File: src/rtl/branch_pkg.sv
// Shared types and constants for the branch sequencer: FSM state encoding and page width.
package branch_pkg;

    localparam int PAGE_W = 8;

    typedef enum logic [1:0] {
        IDLE = 2'd0,
        ADD  = 2'd1,
        FIX  = 2'd2,
        DONE = 2'd3
    } branch_state_t;

endpackage

File: src/rtl/branch_seq_if.sv
// Request/result bundle between a branch requester (master) and branch_seq (slave).
interface branch_seq_if #(
    parameter int ADDR_W = 16
);

    logic              branch_req;
    logic [7:0]        offset;
    logic [ADDR_W-1:0] pc_in;
    logic [ADDR_W-1:0] target_pc;
    logic              busy;
    logic              done;
    logic              page_cross;
    logic              dir_fwd;
    logic              dir_bwd;

    modport master (
        output branch_req, offset, pc_in,
        input  target_pc, busy, done, page_cross, dir_fwd, dir_bwd
    );

    modport slave (
        input  branch_req, offset, pc_in,
        output target_pc, busy, done, page_cross, dir_fwd, dir_bwd
    );

endinterface

File: src/rtl/flag_bank.sv
// Bank of NUM_CH captured flags; loads on enable while the global hold (enable_ffs) is released.
module flag_bank #(
    parameter int NUM_CH = 2
) (
    input  logic              clk,
    input  logic              rst,
    input  logic              enable,
    input  logic              enable_ffs,
    input  logic [NUM_CH-1:0] d,
    output logic [NUM_CH-1:0] q
);

    always_ff @(posedge clk) begin
        if (rst) begin
            q <= '0;
        end else if (enable_ffs && enable) begin
            q <= d;
        end
    end

endmodule

File: src/rtl/branch_seq.sv
// Branch target sequencer: 8-bit page add with high-part fixup, plus a captured flag bank.
// Define BRANCH_SEQ_PAGE_PENALTY_EN to spend an extra FIX cycle on page crossings.
//
//   state | meaning
//   IDLE  | waiting for branch_req; latches pc_in/offset
//   ADD   | low-byte add, direction and page-cross detect
//   FIX   | high-part increment/decrement after a page cross
//   DONE  | one-cycle done pulse, then back to IDLE
module branch_seq
    import branch_pkg::*;
#(
    parameter int NUM_CH = 2,
    parameter int ADDR_W = 16
) (
    input  logic              clk,
    input  logic              rst,
    input  logic              enable_ffs,
    input  logic              enable,
    input  logic [NUM_CH-1:0] flag_in,
    output logic [NUM_CH-1:0] flag_out,
    branch_seq_if.slave       bus
);

    localparam int HI_W = ADDR_W - PAGE_W;

    branch_state_t     stateQ, stateD;
    logic [ADDR_W-1:0] pcQ, pcD;
    logic [7:0]        offQ, offD;
    logic [ADDR_W-1:0] targetQ, targetD;
    logic              busyQ, busyD;
    logic              doneQ, doneD;
    logic              crossQ, crossD;
    logic              fwdQ, fwdD;
    logic              bwdQ, bwdD;

    logic [PAGE_W:0]   sumLo;
    logic [HI_W-1:0]   hiCur;
    logic [HI_W-1:0]   hiFix;
    logic              isBwd;
    logic              crossNow;

    flag_bank #(
        .NUM_CH(NUM_CH)
    ) u_flag_bank (
        .clk       (clk),
        .rst       (rst),
        .enable    (enable),
        .enable_ffs(enable_ffs),
        .d         (flag_in),
        .q         (flag_out)
    );

    always_comb begin
        stateD   = stateQ;
        pcD      = pcQ;
        offD     = offQ;
        targetD  = targetQ;
        busyD    = busyQ;
        doneD    = doneQ;
        crossD   = crossQ;
        fwdD     = fwdQ;
        bwdD     = bwdQ;

        sumLo    = {1'b0, pcQ[PAGE_W-1:0]} + {1'b0, offQ};
        isBwd    = offQ[7];
        // A backward displacement stays in-page exactly when the 8-bit add carries.
        crossNow = isBwd ? ~sumLo[PAGE_W] : sumLo[PAGE_W];
        hiCur    = pcQ[ADDR_W-1:PAGE_W];
        hiFix    = isBwd ? (hiCur - HI_W'(1)) : (hiCur + HI_W'(1));

        case (stateQ)
            IDLE: begin
                if (bus.branch_req) begin
                    pcD    = bus.pc_in;
                    offD   = bus.offset;
                    busyD  = 1'b1;
                    stateD = ADD;
                end
            end
            ADD: begin
                targetD[PAGE_W-1:0] = sumLo[PAGE_W-1:0];
                crossD              = crossNow;
                fwdD                = ~isBwd;
                bwdD                = isBwd;
`ifdef BRANCH_SEQ_PAGE_PENALTY_EN
                targetD[ADDR_W-1:PAGE_W] = hiCur;
                if (crossNow) begin
                    stateD = FIX;
                end else begin
                    busyD  = 1'b0;
                    doneD  = 1'b1;
                    stateD = DONE;
                end
`else
                targetD[ADDR_W-1:PAGE_W] = crossNow ? hiFix : hiCur;
                busyD  = 1'b0;
                doneD  = 1'b1;
                stateD = DONE;
`endif
            end
            FIX: begin
                targetD[ADDR_W-1:PAGE_W] = hiFix;
                busyD  = 1'b0;
                doneD  = 1'b1;
                stateD = DONE;
            end
            DONE: begin
                doneD  = 1'b0;
                stateD = IDLE;
            end
            default: begin
                busyD  = 1'b0;
                doneD  = 1'b0;
                stateD = IDLE;
            end
        endcase
    end

    always_ff @(posedge clk) begin
        if (rst) begin
            stateQ  <= IDLE;
            pcQ     <= '0;
            offQ    <= '0;
            targetQ <= '0;
            busyQ   <= 1'b0;
            doneQ   <= 1'b0;
            crossQ  <= 1'b0;
            fwdQ    <= 1'b0;
            bwdQ    <= 1'b0;
        end else if (enable_ffs) begin
            stateQ  <= stateD;
            pcQ     <= pcD;
            offQ    <= offD;
            targetQ <= targetD;
            busyQ   <= busyD;
            doneQ   <= doneD;
            crossQ  <= crossD;
            fwdQ    <= fwdD;
            bwdQ    <= bwdD;
        end
    end

    assign bus.target_pc  = targetQ;
    assign bus.busy       = busyQ;
    assign bus.done       = doneQ;
    assign bus.page_cross = crossQ;
    assign bus.dir_fwd    = fwdQ;
    assign bus.dir_bwd    = bwdQ;

endmodule

File: src/flat_wrapper.sv
// flat-port wrapper written by rule: the top's interface ports become plain ports
module branch_seq_flat import branch_pkg::*;
#(
    parameter int NUM_CH = 2,
    parameter int ADDR_W = 16
)
  (clk, rst, enable_ffs, enable, flag_in, flag_out, bus_branch_req, bus_offset, bus_pc_in, bus_target_pc, bus_busy, bus_done, bus_page_cross, bus_dir_fwd, bus_dir_bwd);
  branch_seq_if #(.ADDR_W(ADDR_W)) bus_i ();
  input  logic clk;
  input  logic rst;
  input  logic enable_ffs;
  input  logic enable;
  input  logic [NUM_CH-1:0] flag_in;
  output logic [NUM_CH-1:0] flag_out;
  input wire logic [$bits(bus_i.branch_req)-1:0] bus_branch_req;
  input wire logic [$bits(bus_i.offset)-1:0] bus_offset;
  input wire logic [$bits(bus_i.pc_in)-1:0] bus_pc_in;
  output wire logic [$bits(bus_i.target_pc)-1:0] bus_target_pc;
  output wire logic [$bits(bus_i.busy)-1:0] bus_busy;
  output wire logic [$bits(bus_i.done)-1:0] bus_done;
  output wire logic [$bits(bus_i.page_cross)-1:0] bus_page_cross;
  output wire logic [$bits(bus_i.dir_fwd)-1:0] bus_dir_fwd;
  output wire logic [$bits(bus_i.dir_bwd)-1:0] bus_dir_bwd;
  assign bus_i.branch_req = bus_branch_req;
  assign bus_i.offset = bus_offset;
  assign bus_i.pc_in = bus_pc_in;
  assign bus_target_pc = bus_i.target_pc;
  assign bus_busy = bus_i.busy;
  assign bus_done = bus_i.done;
  assign bus_page_cross = bus_i.page_cross;
  assign bus_dir_fwd = bus_i.dir_fwd;
  assign bus_dir_bwd = bus_i.dir_bwd;
  branch_seq #(.NUM_CH(NUM_CH), .ADDR_W(ADDR_W)) u_core (.clk(clk), .rst(rst), .enable_ffs(enable_ffs), .enable(enable), .flag_in(flag_in), .flag_out(flag_out), .bus(bus_i));
endmodule
File: config.mk
export PLATFORM = sky130hd
export DESIGN_NAME = branch_seq_flat
export DESIGN_NICKNAME = d
export VERILOG_FILES = /design/src/rtl/branch_pkg.sv /design/src/rtl/branch_seq_if.sv /design/src/rtl/flag_bank.sv /design/src/rtl/branch_seq.sv /design/src/flat_wrapper.sv
export SDC_FILE = /design/constraint.sdc
export NUM_CORES = 1
export LEC_CHECK = 0
export ABC_CLOCK_PERIOD_IN_PS = 3200
export CAP_MARGIN = 20
export CORE_ASPECT_RATIO = 1.1
export CORE_MARGIN = 3
export CORE_UTILIZATION = 45
export DETAILED_ROUTE_END_ITERATION = 10
export GPL_TIMING_DRIVEN = 0
export PLACE_DENSITY = 0.72
export SLEW_MARGIN = 30
export SYNTH_ARGS = -nofsm -noshare
export SYNTH_HDL_FRONTEND = slang
export SYNTH_SLANG_ARGS = --single-unit
File: constraint.sdc
create_clock -name clk -period 3.2 [get_ports clk]
set_input_delay 0.48 -clock clk [delete_from_list [all_inputs] [get_ports clk]]
set_output_delay 0.48 -clock clk [all_outputs]
set_load 0.01 [all_outputs]
==> flow_summary.ini <==
[grt]
grt_pass1_vias = 2121
grt_max_degree = 15
grt_overflow = 0
grt_pass1_wl_mm = 9.63
antenna_found_initial = 0
grt_use_total_pct = 18.0

[sta]
fin_crit_sh_pct = 76.5
tns_ns = 0
finalMaxSlewViolations = 0
fin_crit_ns = 2.45
worstMarginPinSlew_ns = 0.505
hold_viol_final = 0
setup_viol = 0
skew_ns = 0.00596
max_freq_mhz = 408
relSlewSlack_pct = 66.0
rsz0062_at_grt = no
final.setup.worst_slack_ns = 0.751

[setup_path]
endpoint_kind = flip-flop
worstPathArrival_ns = 2.68
worst-path-max-fanout = 6
required_ns = 3.43
path_class = flip-flop to flip-flop
critical_path.startpoint_type = flip-flop

[synthesis]
synth-edff-count = 0
synth-main-ff-cell = dfxtp_1
ys_warn_count = 0
async_reset_ff_share_pct = 0
ys_types = 39
syn_inst = 312
synth_nets = 363
ys_ff_latch = 49
seq_area_frac_synth_pct = 39.1
avgSynthCellArea_um2 = 8.04
netlist_area_um2 = 2510

[clocking]
clock-root-buffer = clkbuf_8
clk-insertion-delay-late_ns = 0.29
cts.sinks = 49
hold_buffers = 0
h-tree-depth = 2
post_cts_buffers = 0
cts.repair.resized = 0
cts_max_path_buffers = 2
tritoncts = built
clk_transition_reported_paths_ns = 0.09
cts_buffers = 5

[layout]
diodes = 0
final_core_util_pct = 62.2
drive_gt1_share_pct = 4.03
fin_area_um2 = 3230
fillCellCount = 503
final_nets = 422
syn_to_final_growth_pct = 29.0

[run_status]
outcome = finished clean

[floorplan]
die_w_um = 77.2
core_area_um2 = 5200
die-area_um2 = 6500
die_h_um = 84.3
start_util_pct = 48.2
fp-row-count = 27
pin_count = 54

[placed_design]
placed_area_um2 = 3120
dp_hpwl_mm = 4.44
dp_slack_ns = 0.777
port_buffers = 52
gp_congestion = 0.866

[routing]
avgRoutedWirePerCell_um = 12.8
vias_per_cell = 5.10
drtIter0Drc = 150
drtPass1Iterations = 4
ant_nets = 0
drc = 0
wl_mm = 5.68
vias = 2264

[power]
ir_drop_uv = 278
p_per_area_nw_per_um2 = 420
p_leak_nw = 1.21

[job]
max-cap-violations = 0

[hold_path]
holdCritPathClass = flip-flop to flip-flop
-- critical path, cell delays in order (launching register included) --
cell	delay [ns]
dfxtp_1	0.33
ha_1	0.20
fa_1	0.43
a211oi_2	0.32
o21ai_2	0.11
o21a_4	0.15
mux2_4	0.34
or4_1	0.41
nand3_1	0.09
-- registers in the layout, summed over array words and instances, names as in the netlist --
name                   cells
u_core.stateQ              2
u_core.offQ                8
u_core.bus.dir_fwd         1
u_core.bus.done            1
u_core.u_flag_bank.q       2
u_core.bus.page_cross      1
u_core.bus.target_pc      16
u_core.bus.dir_bwd         1
u_core.pcQ                16
u_core.bus.busy            1
-- stage by stage --
| step | total power (W) | std cells | hold WS (ns) |
|---|---|---|---|
| after CTS | 0.00137 | 444 | 0.461 |
| after detailed placement | 0.000921 | 436 | 0.448 |
| after global routing | 0.00143 | 444 | 0.478 |
| final | 0.00136 | 444 | 0.457 |
| after global placement | 0.000918 | 436 | 0.438 |
| after floorplan | 0.000815 | 312 | 0.439 |
-- cells in the mapped netlist (3+ instances only) --
library cell   n  share of area [%]
a211oi_1       4                1.2
a21oi_1       44                8.8
a31oi_1        7                1.7
clkbuf_1      15                2.2
dfxtp_1       49                 39
ha_1          18                9.0
inv_1          9                1.3
nand2_1       75                 11
nand3_1        7                1.4
nor2_1        19                2.8
nor2b_1        4                1.0
o21ai_0       15                3.0
or4_1          3               0.90
xnor2_1        8                2.8
-- routing by layer --
metal / GRT usage (%) / part of all wire, %
met5: 0 / 0
met2: 28.2 / 44
met1: 25.0 / 49
met4: 3.72 / 0.76
met3: 4.61 / 6.5
-- logic make-up after synthesis --
logic type | count (synthesis) | share of synthesized area (%)
fa+ha+maj | 20 | 10.6
flops | 49 | 39.1
xor+xnor | 10 | 3.49
mux | 3 | 1.90
simple gates | 120 | 20.5
buf+inv | 25 | 3.79
compound gates | 85 | 20.6
-- power breakdown --
part	internal (W)	leakage, nW	total, W	switching [W]
registers	0.000642	0.399	0.000666	0.0000233
logic	0.000119	0.750	0.000243	0.000123
clock network	0.000255	0.0585	0.000451	0.000196
total	0.00102	1.21	0.00136	0.000343
-- area by class of cell --
class | instances | area (um^2) | area share [%]
timing repair buffer | 52 | 520 | 16.1
tap | 72 | 90.1 | 2.79
buffer | 16 | 61.3 | 1.90
clock inverter | 1 | 30.0 | 0.928
multi-input combinational | 238 | 1430 | 44.3
sequential | 49 | 981 | 30.3
inverter | 9 | 33.8 | 1.04
clock buffer | 7 | 86.3 | 2.67
-- layout by cell type (no fill, tap or decap), drive strengths merged, types with 5 or more instances in the layout --
master and instances:
ha 18, inv 9, nand2 75, nand3 7, a31oi 7, o21ai 17, xnor2 8, a211oi 5
clkdlybuf4s50 52, nor2 19, a21oi 44, dfxtp 49, clkbuf 22
-- worst paths after layout --
kind	from	end	slack, ns	cells after the start
max	u_core.pcQ[0]$_SDFFE_PP0P_	u_core.bus.target_pc[9]$_SDFFE_PP0P_	0.75	8
min	u_core.bus.dir_bwd$_SDFFE_PP0P_	u_core.bus.dir_bwd$_SDFFE_PP0P_	0.46	2
max reg2reg	u_core.pcQ[0]$_SDFFE_PP0P_	u_core.bus.target_pc[9]$_SDFFE_PP0P_	0.75	8
min reg2reg	u_core.bus.dir_bwd$_SDFFE_PP0P_	u_core.bus.dir_bwd$_SDFFE_PP0P_	0.46	2
Note: power is estimated with default switching activity, not from simulation.
